[src/rtl/action_pkg.sv]
// Shared constants for the action/header join: action word layout,
// decoded action record and default header-vector field offsets.
package action_pkg;

  localparam int unsigned ACTION_WIDTH = 128;

  // Enable bits in the low byte of the action word
  localparam int unsigned ACT_SET_DMAC = 0;
  localparam int unsigned ACT_SET_SMAC = 1;
  localparam int unsigned ACT_SET_VLAN = 2;
  localparam int unsigned ACT_DEC_TTL  = 3;
  localparam int unsigned ACT_DROP     = 4;

  // Field payload positions in the action word
  localparam int unsigned ACT_DMAC_LSB = 16;
  localparam int unsigned ACT_SMAC_LSB = 64;
  localparam int unsigned ACT_VLAN_LSB = 112;

  // Default header-vector layout
  localparam int unsigned DEF_AVST_DATA_WIDTH = 600;
  localparam int unsigned DEF_DMAC_OFFSET     = 0;
  localparam int unsigned DEF_SMAC_OFFSET     = 48;
  localparam int unsigned DEF_VLAN_OFFSET     = 112;
  localparam int unsigned DEF_TTL_OFFSET      = 208;
  localparam int unsigned DEF_CSUM_OFFSET     = 224;

  typedef struct packed {
    logic [15:0] vlan;
    logic [47:0] smac;
    logic [47:0] dmac;
    logic        set_dmac;
    logic        set_smac;
    logic        set_vlan;
    logic        dec_ttl;
    logic        drop;
  } action_t;

endpackage

[src/rtl/ipv4_csum_adjust.sv]
// Incremental IPv4 header checksum update for a single 16-bit word change:
// csum_out = ~(~csum_in + ~old16 + new16) in ones'-complement arithmetic.
module ipv4_csum_adjust (
  input  logic [15:0] old16,
  input  logic [15:0] new16,
  input  logic [15:0] csum_in,
  output logic [15:0] csum_out
);

  logic [16:0] sum1;
  logic [15:0] fold1;
  logic [16:0] sum2;
  logic [15:0] fold2;

  // Two end-around-carry additions; each fold cannot overflow again
  always_comb begin
    sum1     = {1'b0, ~csum_in} + {1'b0, ~old16};
    fold1    = sum1[15:0] + {15'd0, sum1[16]};
    sum2     = {1'b0, fold1} + {1'b0, new16};
    fold2    = sum2[15:0] + {15'd0, sum2[16]};
    csum_out = ~fold2;
  end

endmodule

[src/rtl/action_set_join.sv]
// Joins header vectors with match-table action words, applies field edits
// (DMAC/SMAC/VLAN set, TTL decrement, drop) and emits the edited header
// through a two-stage registered pipeline with valid/ready handshakes.
// Optional: `define ACTION_SET_JOIN_CSUM_EN to incrementally fix the IPv4
// checksum on TTL decrement.
module action_set_join
  import action_pkg::*;
#(
  parameter int unsigned AVST_DATA_WIDTH = DEF_AVST_DATA_WIDTH,
  parameter int unsigned DMAC_OFFSET     = DEF_DMAC_OFFSET,
  parameter int unsigned SMAC_OFFSET     = DEF_SMAC_OFFSET,
  parameter int unsigned VLAN_OFFSET     = DEF_VLAN_OFFSET,
  parameter int unsigned TTL_OFFSET      = DEF_TTL_OFFSET,
  parameter int unsigned CSUM_OFFSET     = DEF_CSUM_OFFSET
) (
  input  logic                       clk,
  input  logic                       rst_n,
  input  logic [AVST_DATA_WIDTH-1:0] s_hdr_data,
  input  logic                       s_hdr_valid,
  output logic                       s_hdr_ready,
  input  logic [ACTION_WIDTH-1:0]    s_act_data,
  input  logic                       s_act_valid,
  output logic                       s_act_ready,
  output logic [AVST_DATA_WIDTH-1:0] m_hdr_data,
  output logic                       m_hdr_valid,
  input  logic                       m_hdr_ready,
  output logic [31:0]                drop_count
);

  action_t                    act_in;
  logic                       unused_rsvd;
  logic                       st1_valid;
  logic [AVST_DATA_WIDTH-1:0] st1_hdr;
  action_t                    st1_act;
  logic [7:0]                 ttl;
  logic                       ttl_expired;
  logic                       st1_drop;
  logic                       st1_emit;
  logic                       st2_can_load;
  logic                       st1_can_load;
  logic                       accept;
  logic [AVST_DATA_WIDTH-1:0] hdr_next;

  // Decode action word; reserved bits [15:5] are ignored
  always_comb begin
    act_in.set_dmac = s_act_data[ACT_SET_DMAC];
    act_in.set_smac = s_act_data[ACT_SET_SMAC];
    act_in.set_vlan = s_act_data[ACT_SET_VLAN];
    act_in.dec_ttl  = s_act_data[ACT_DEC_TTL];
    act_in.drop     = s_act_data[ACT_DROP];
    act_in.dmac     = s_act_data[ACT_DMAC_LSB +: 48];
    act_in.smac     = s_act_data[ACT_SMAC_LSB +: 48];
    act_in.vlan     = s_act_data[ACT_VLAN_LSB +: 16];
    unused_rsvd     = ^s_act_data[15:5];
  end

  assign ttl          = st1_hdr[TTL_OFFSET +: 8];
  assign ttl_expired  = st1_act.dec_ttl && (ttl < 8'd2);
  assign st1_drop     = st1_valid && (st1_act.drop || ttl_expired);
  assign st2_can_load = !m_hdr_valid || m_hdr_ready;
  assign st1_emit     = st1_valid && !st1_drop && st2_can_load;
  // A dropping st1 entry retires without an output slot, so it also frees st1
  assign st1_can_load = !st1_valid || st2_can_load || st1_drop;
  assign accept       = s_hdr_valid && s_act_valid && st1_can_load && rst_n;
  assign s_hdr_ready  = accept;
  assign s_act_ready  = accept;

`ifdef ACTION_SET_JOIN_CSUM_EN
  logic [15:0] csum_new;

  ipv4_csum_adjust u_csum (
    .old16    ({ttl, st1_hdr[TTL_OFFSET+8 +: 8]}),
    .new16    ({ttl - 8'd1, st1_hdr[TTL_OFFSET+8 +: 8]}),
    .csum_in  (st1_hdr[CSUM_OFFSET +: 16]),
    .csum_out (csum_new)
  );
`endif

  // Field edits applied to the st1 header
  always_comb begin
    hdr_next = st1_hdr;
    if (st1_act.set_dmac) hdr_next[DMAC_OFFSET +: 48] = st1_act.dmac;
    if (st1_act.set_smac) hdr_next[SMAC_OFFSET +: 48] = st1_act.smac;
    if (st1_act.set_vlan) hdr_next[VLAN_OFFSET +: 16] = st1_act.vlan;
    if (st1_act.dec_ttl && !ttl_expired) begin
      hdr_next[TTL_OFFSET +: 8] = ttl - 8'd1;
`ifdef ACTION_SET_JOIN_CSUM_EN
      hdr_next[CSUM_OFFSET +: 16] = csum_new;
`else
      hdr_next[CSUM_OFFSET +: 16] = st1_hdr[CSUM_OFFSET +: 16];
`endif
    end
  end

  // Stage 1: capture joined header/action, empty on retire
  always_ff @(posedge clk or negedge rst_n) begin
    if (!rst_n) begin
      st1_valid <= 1'b0;
      st1_hdr   <= '0;
      st1_act   <= '0;
    end else if (accept) begin
      st1_valid <= 1'b1;
      st1_hdr   <= s_hdr_data;
      st1_act   <= act_in;
    end else if (st1_drop || st1_emit) begin
      st1_valid <= 1'b0;
    end
  end

  // Stage 2: output register, held while valid and not ready
  always_ff @(posedge clk or negedge rst_n) begin
    if (!rst_n) begin
      m_hdr_valid <= 1'b0;
      m_hdr_data  <= '0;
    end else if (st1_emit) begin
      m_hdr_valid <= 1'b1;
      m_hdr_data  <= hdr_next;
    end else if (m_hdr_ready) begin
      m_hdr_valid <= 1'b0;
    end
  end

  // Saturating count of retired drops
  always_ff @(posedge clk or negedge rst_n) begin
    if (!rst_n) begin
      drop_count <= '0;
    end else if (st1_drop && (drop_count != '1)) begin
      drop_count <= drop_count + 32'd1;
    end
  end

endmodule

[config.mk]
export PLATFORM = sky130hd
export DESIGN_NAME = action_set_join
export DESIGN_NICKNAME = d
export VERILOG_FILES = /design/src/rtl/action_pkg.sv /design/src/rtl/ipv4_csum_adjust.sv /design/src/rtl/action_set_join.sv
export SDC_FILE = /design/constraint.sdc
export NUM_CORES = 2
export LEC_CHECK = 0
export CAP_MARGIN = 20
export CORE_AREA = 4 4 533 535
export DETAILED_ROUTE_END_ITERATION = 12
export DIE_AREA = 0 0 537 539
export GPL_TIMING_DRIVEN = 0
export PLACE_DENSITY = 0.45
export SLEW_MARGIN = 40
export SYNTH_ARGS = -nofsm -noshare
export SYNTH_HDL_FRONTEND = slang
export SYNTH_SLANG_ARGS = --single-unit
[constraint.sdc]
create_clock -name clk -period 2.67 [get_ports clk]
set_clock_uncertainty 0.15 [all_clocks]
set_input_delay 0.4005 -clock clk [delete_from_list [all_inputs] [get_ports clk]]
set_output_delay 0.4005 -clock clk [all_outputs]
set_load 0.01 [all_outputs]
==> metrics.yaml <==
yosys:
  syn_area_per_cell_sq_um: 15.9
  synth_ff_type: "dfrtp_1"
  netlist.area_leader.share: 0.656
  synth_nets: 3967
  synth-seq-cells: 1351
  synthCells: 3232
  ys_types: 43
  async_reset_ff_frac: 1.00
  synthTopCellsByArea: "dfrtp_1 66%, mux2_2 26%, mux2i_1 2.2%"
  ys_seq_area_frac: 0.656
  yosysTopAreaCell: "dfrtp_1"
  synth_commonest_cells: "1,351 x dfrtp_1, 1,199 x mux2_2, 126 x nor2_1"
  synth.most_common_cell: "dfrtp_1"
  synth_area_sq_mm: 0.0515
  synth_warnings: 0
  synth_edf_count: 0
floorplanning:
  initial_utilization: 0.185
  die_w_um: 537
  core_area_sq_mm: 0.279
  dieHeight_um: 539
  num_io_pins: 1368
  rows: 194
  die_area_sq_mm: 0.289
worst_setup_path:
  critPathMaxFanout: 4
  endpoint_kind: "primary output"
  crit_arrival_ns: 2.58
  cp-start-kind: "flop"
  cpPeakStageDelay_ns: 0.49
  worstPathCellList: "nor4b_4 > a211o_1 > nor2_2 > nor2_4 > buf_12 > buf_16 > buf_16 > buf_6 > buf_6"
  criticalPathCategory: "reg2out"
  cp_data_required_time_ns: 2.12
  cp_slowest_cell: "dfrtp_2"
min_path:
  min_path_type: "in2reg"
sta:
  fmax_mhz: 319
  fin_crit_ns: 3.13
  period_share: 1.17
  relSlewSlack: 0.477
  setup_viol: 1261
  rsz0062_at_grt: "true"
  drv_slew: 0
  hold_ws_ns: 0.0896
  hold_viol: 0
  setup_tns_ns: -211.77
  tightest_slew_ns: 0.785
  finalWorstSetupSlack_ns: -0.463
clocking:
  cts_root_buffer: "clkbuf_16"
  numCtsBuffers: 171
  tritoncts: "yes"
  clk_pin_slew_worst_paths_ns: 0.06
  clockBufferDepth: 4
  clk_latency_ns: 0.81
  clock_sinks: 1351
  htree_levels: 4
drt:
  post-route-drc-count: 0
  wl_per_cell_um: 26.4
  drt-total-wl_um: 248000
  drt_pre_antenna_iters: 5
  vias: 36667
  drt_first_iter_violations: 1627
  detail-route-antenna-nets: 0
  routed_via_density: 3.90
global_route:
  gr-total-overflow: 0
  antenna_found_initial: 138
  grt_pass1_vias: 38923
  grt_first_pass_wirelength_um: 323000
  grtUsageTotal: 0.159
  grt_max_degree: 111
placement:
  gp_congestion: 0.858
  portBuffers: 1356
  detailed_place_hpwl_um: 190000
  placed_cells: 8329
pwr:
  p_leak_nw: 35.3
  vdd_drop_max_v: 0.000655
  p_per_area_mw_per_mm2: 928
outcome:
  violations: "setup timing"
  outcome: "finished with violations"
layout:
  syn_to_final_growth_pct: 66.6
  utilization: 0.308
  num-nets-final: 6217
  drive_gt1_frac: 0.317
  fillCellCount: 27884
  instances_no_fill: 9394
flow_run:
  timing.max_cap.violations: 0
==> registers in the layout, summed over array words and instances, names as in the netlist <==
name and count:
drop_count 32, st1_valid 1, st1_hdr 600, m_hdr_data 600, m_hdr_valid 1, st1_act 117
==> cells in the final DEF, fill, tap and decap left out, types with 6 or more instances in the layout <==
master	synthesis	layout
clkbuf_16	0	232
mux2i_1	112	112
buf_2	87	44
nand3_1	16	16
clkinv_2	0	17
dlygate4sd3_1	0	585
buf_4	63	49
clkdlybuf4s50_1	0	1353
nand2_1	13	12
dfrtp_2	0	7
buf_12	0	83
nor3_1	15	14
nor2_1	126	125
xor2_1	17	17
inv_1	8	8
clkbuf_1	19	54
bufinv_16	0	10
dfrtp_1	1351	1344
xnor2_1	19	19
clkbuf_2	1	9
inv_6	0	7
diode_2	0	59
buf_8	0	6
mux2_4	0	125
buf_16	0	26
nor4_1	11	10
buf_6	2	29
nand4_1	10	10
mux2_2	1199	1074
a21oi_1	118	118
clkbuf_8	0	39
==> logic make-up (layout without fill, tap and decap cells) <==
group           after synthesis  after routing  share of synthesized area
compound gates              129            129                     0.0131
xor+xnor                     36             36                    0.00612
fa+ha+maj                     2              2                   0.000486
buf+inv                     187           2566                     0.0206
flops                      1351           1351                      0.656
mux                        1311           1311                      0.284
other cells                   0             59                          0
simple gates                216            216                     0.0197
==> power breakdown <==
part | total, mW | switching (mW) | internal [mW]
Combinational | 24.9 | 10.6 | 14.3
Clock | 23.6 | 9.44 | 14.2
Sequential | 31.1 | 4.20 | 26.9
==> metal layers <==
layer | track usage | wire (um)
met1 | 0.195 | 103000
met2 | 0.258 | 114000
met3 | 0.0595 | 22800
met4 | 0.0500 | 7750
met5 | 0 | 489
==> metrics by stage <==
stage | instance area (sq um) | power (mW) | setup WS (ns)
3_3_place_gp | 69800 | 50.1 | -64.23
3_5_place_dp | 70200 | 55.1 | -1.18
5_1_grt | 85800 | 83.6 | -0.615
6_report | 85800 | 79.7 | -0.463
2_1_floorplan | 51500 | 38.8 | 0.362
4_1_cts | 82100 | 80.5 | -0.637
==> cell type report <==
| class | instances | area (sq um) | area share |
|---|---|---|---|
| sequential | 1351 | 33800 | 0.394 |
| timing repair buffer | 2078 | 22200 | 0.258 |
| multi-input combinational | 1694 | 17200 | 0.200 |
| clock buffer | 258 | 5100 | 0.0594 |
| tap | 3724 | 4660 | 0.0543 |
| buffer | 178 | 2150 | 0.0250 |
| clock inverter | 44 | 593 | 0.00691 |
| antenna | 59 | 148 | 0.00172 |
| inverter | 8 | 30.0 | 0.000350 |
==> worst max-delay path: cells and delay by family, from the launching register on <==
family / cells / cell delay, ns
AOI/OAI and AO/OA: 1 / 0.21
buffers and inverters: 5 / 0.53
DFF: 1 / 0.49
and+or+nand+nor: 3 / 0.53
==> repair_timing <==
action,CTS,global route
hold buffers,586,0
resized for setup,82,411
gates cloned,1,58
endpoints found under the hold margin,989,0
pin swaps,4,4
setup endpoints to repair,1355,1379
setup buffers,10,49
==> path summary, 6_finish.rpt <==
path / end / start / slack [ns] / cells past startpoint
worst max-delay path: s_hdr_ready / st1_hdr[210]$_DFFE_PN0P_ / -0.46 / 9
worst min-delay path: st1_act[106]$_DFFE_PN0P_ / s_act_data[117] / 0.09 / 2
worst max register to register: st1_hdr[327]$_DFFE_PN0P_ / st1_hdr[210]$_DFFE_PN0P_ / -0.35 / 14
worst min register to register: m_hdr_data[592]$_DFFE_PN0P_ / st1_hdr[592]$_DFFE_PN0P_ / 0.34 / 1
max in group asynchronous: st1_hdr[489]$_DFFE_PN0P_ / rst_n / 0.22 / 6
min in group asynchronous: st1_act[70]$_DFFE_PN0P_ / rst_n / 0.14 / 3
Power figures use the tool's default switching activity.
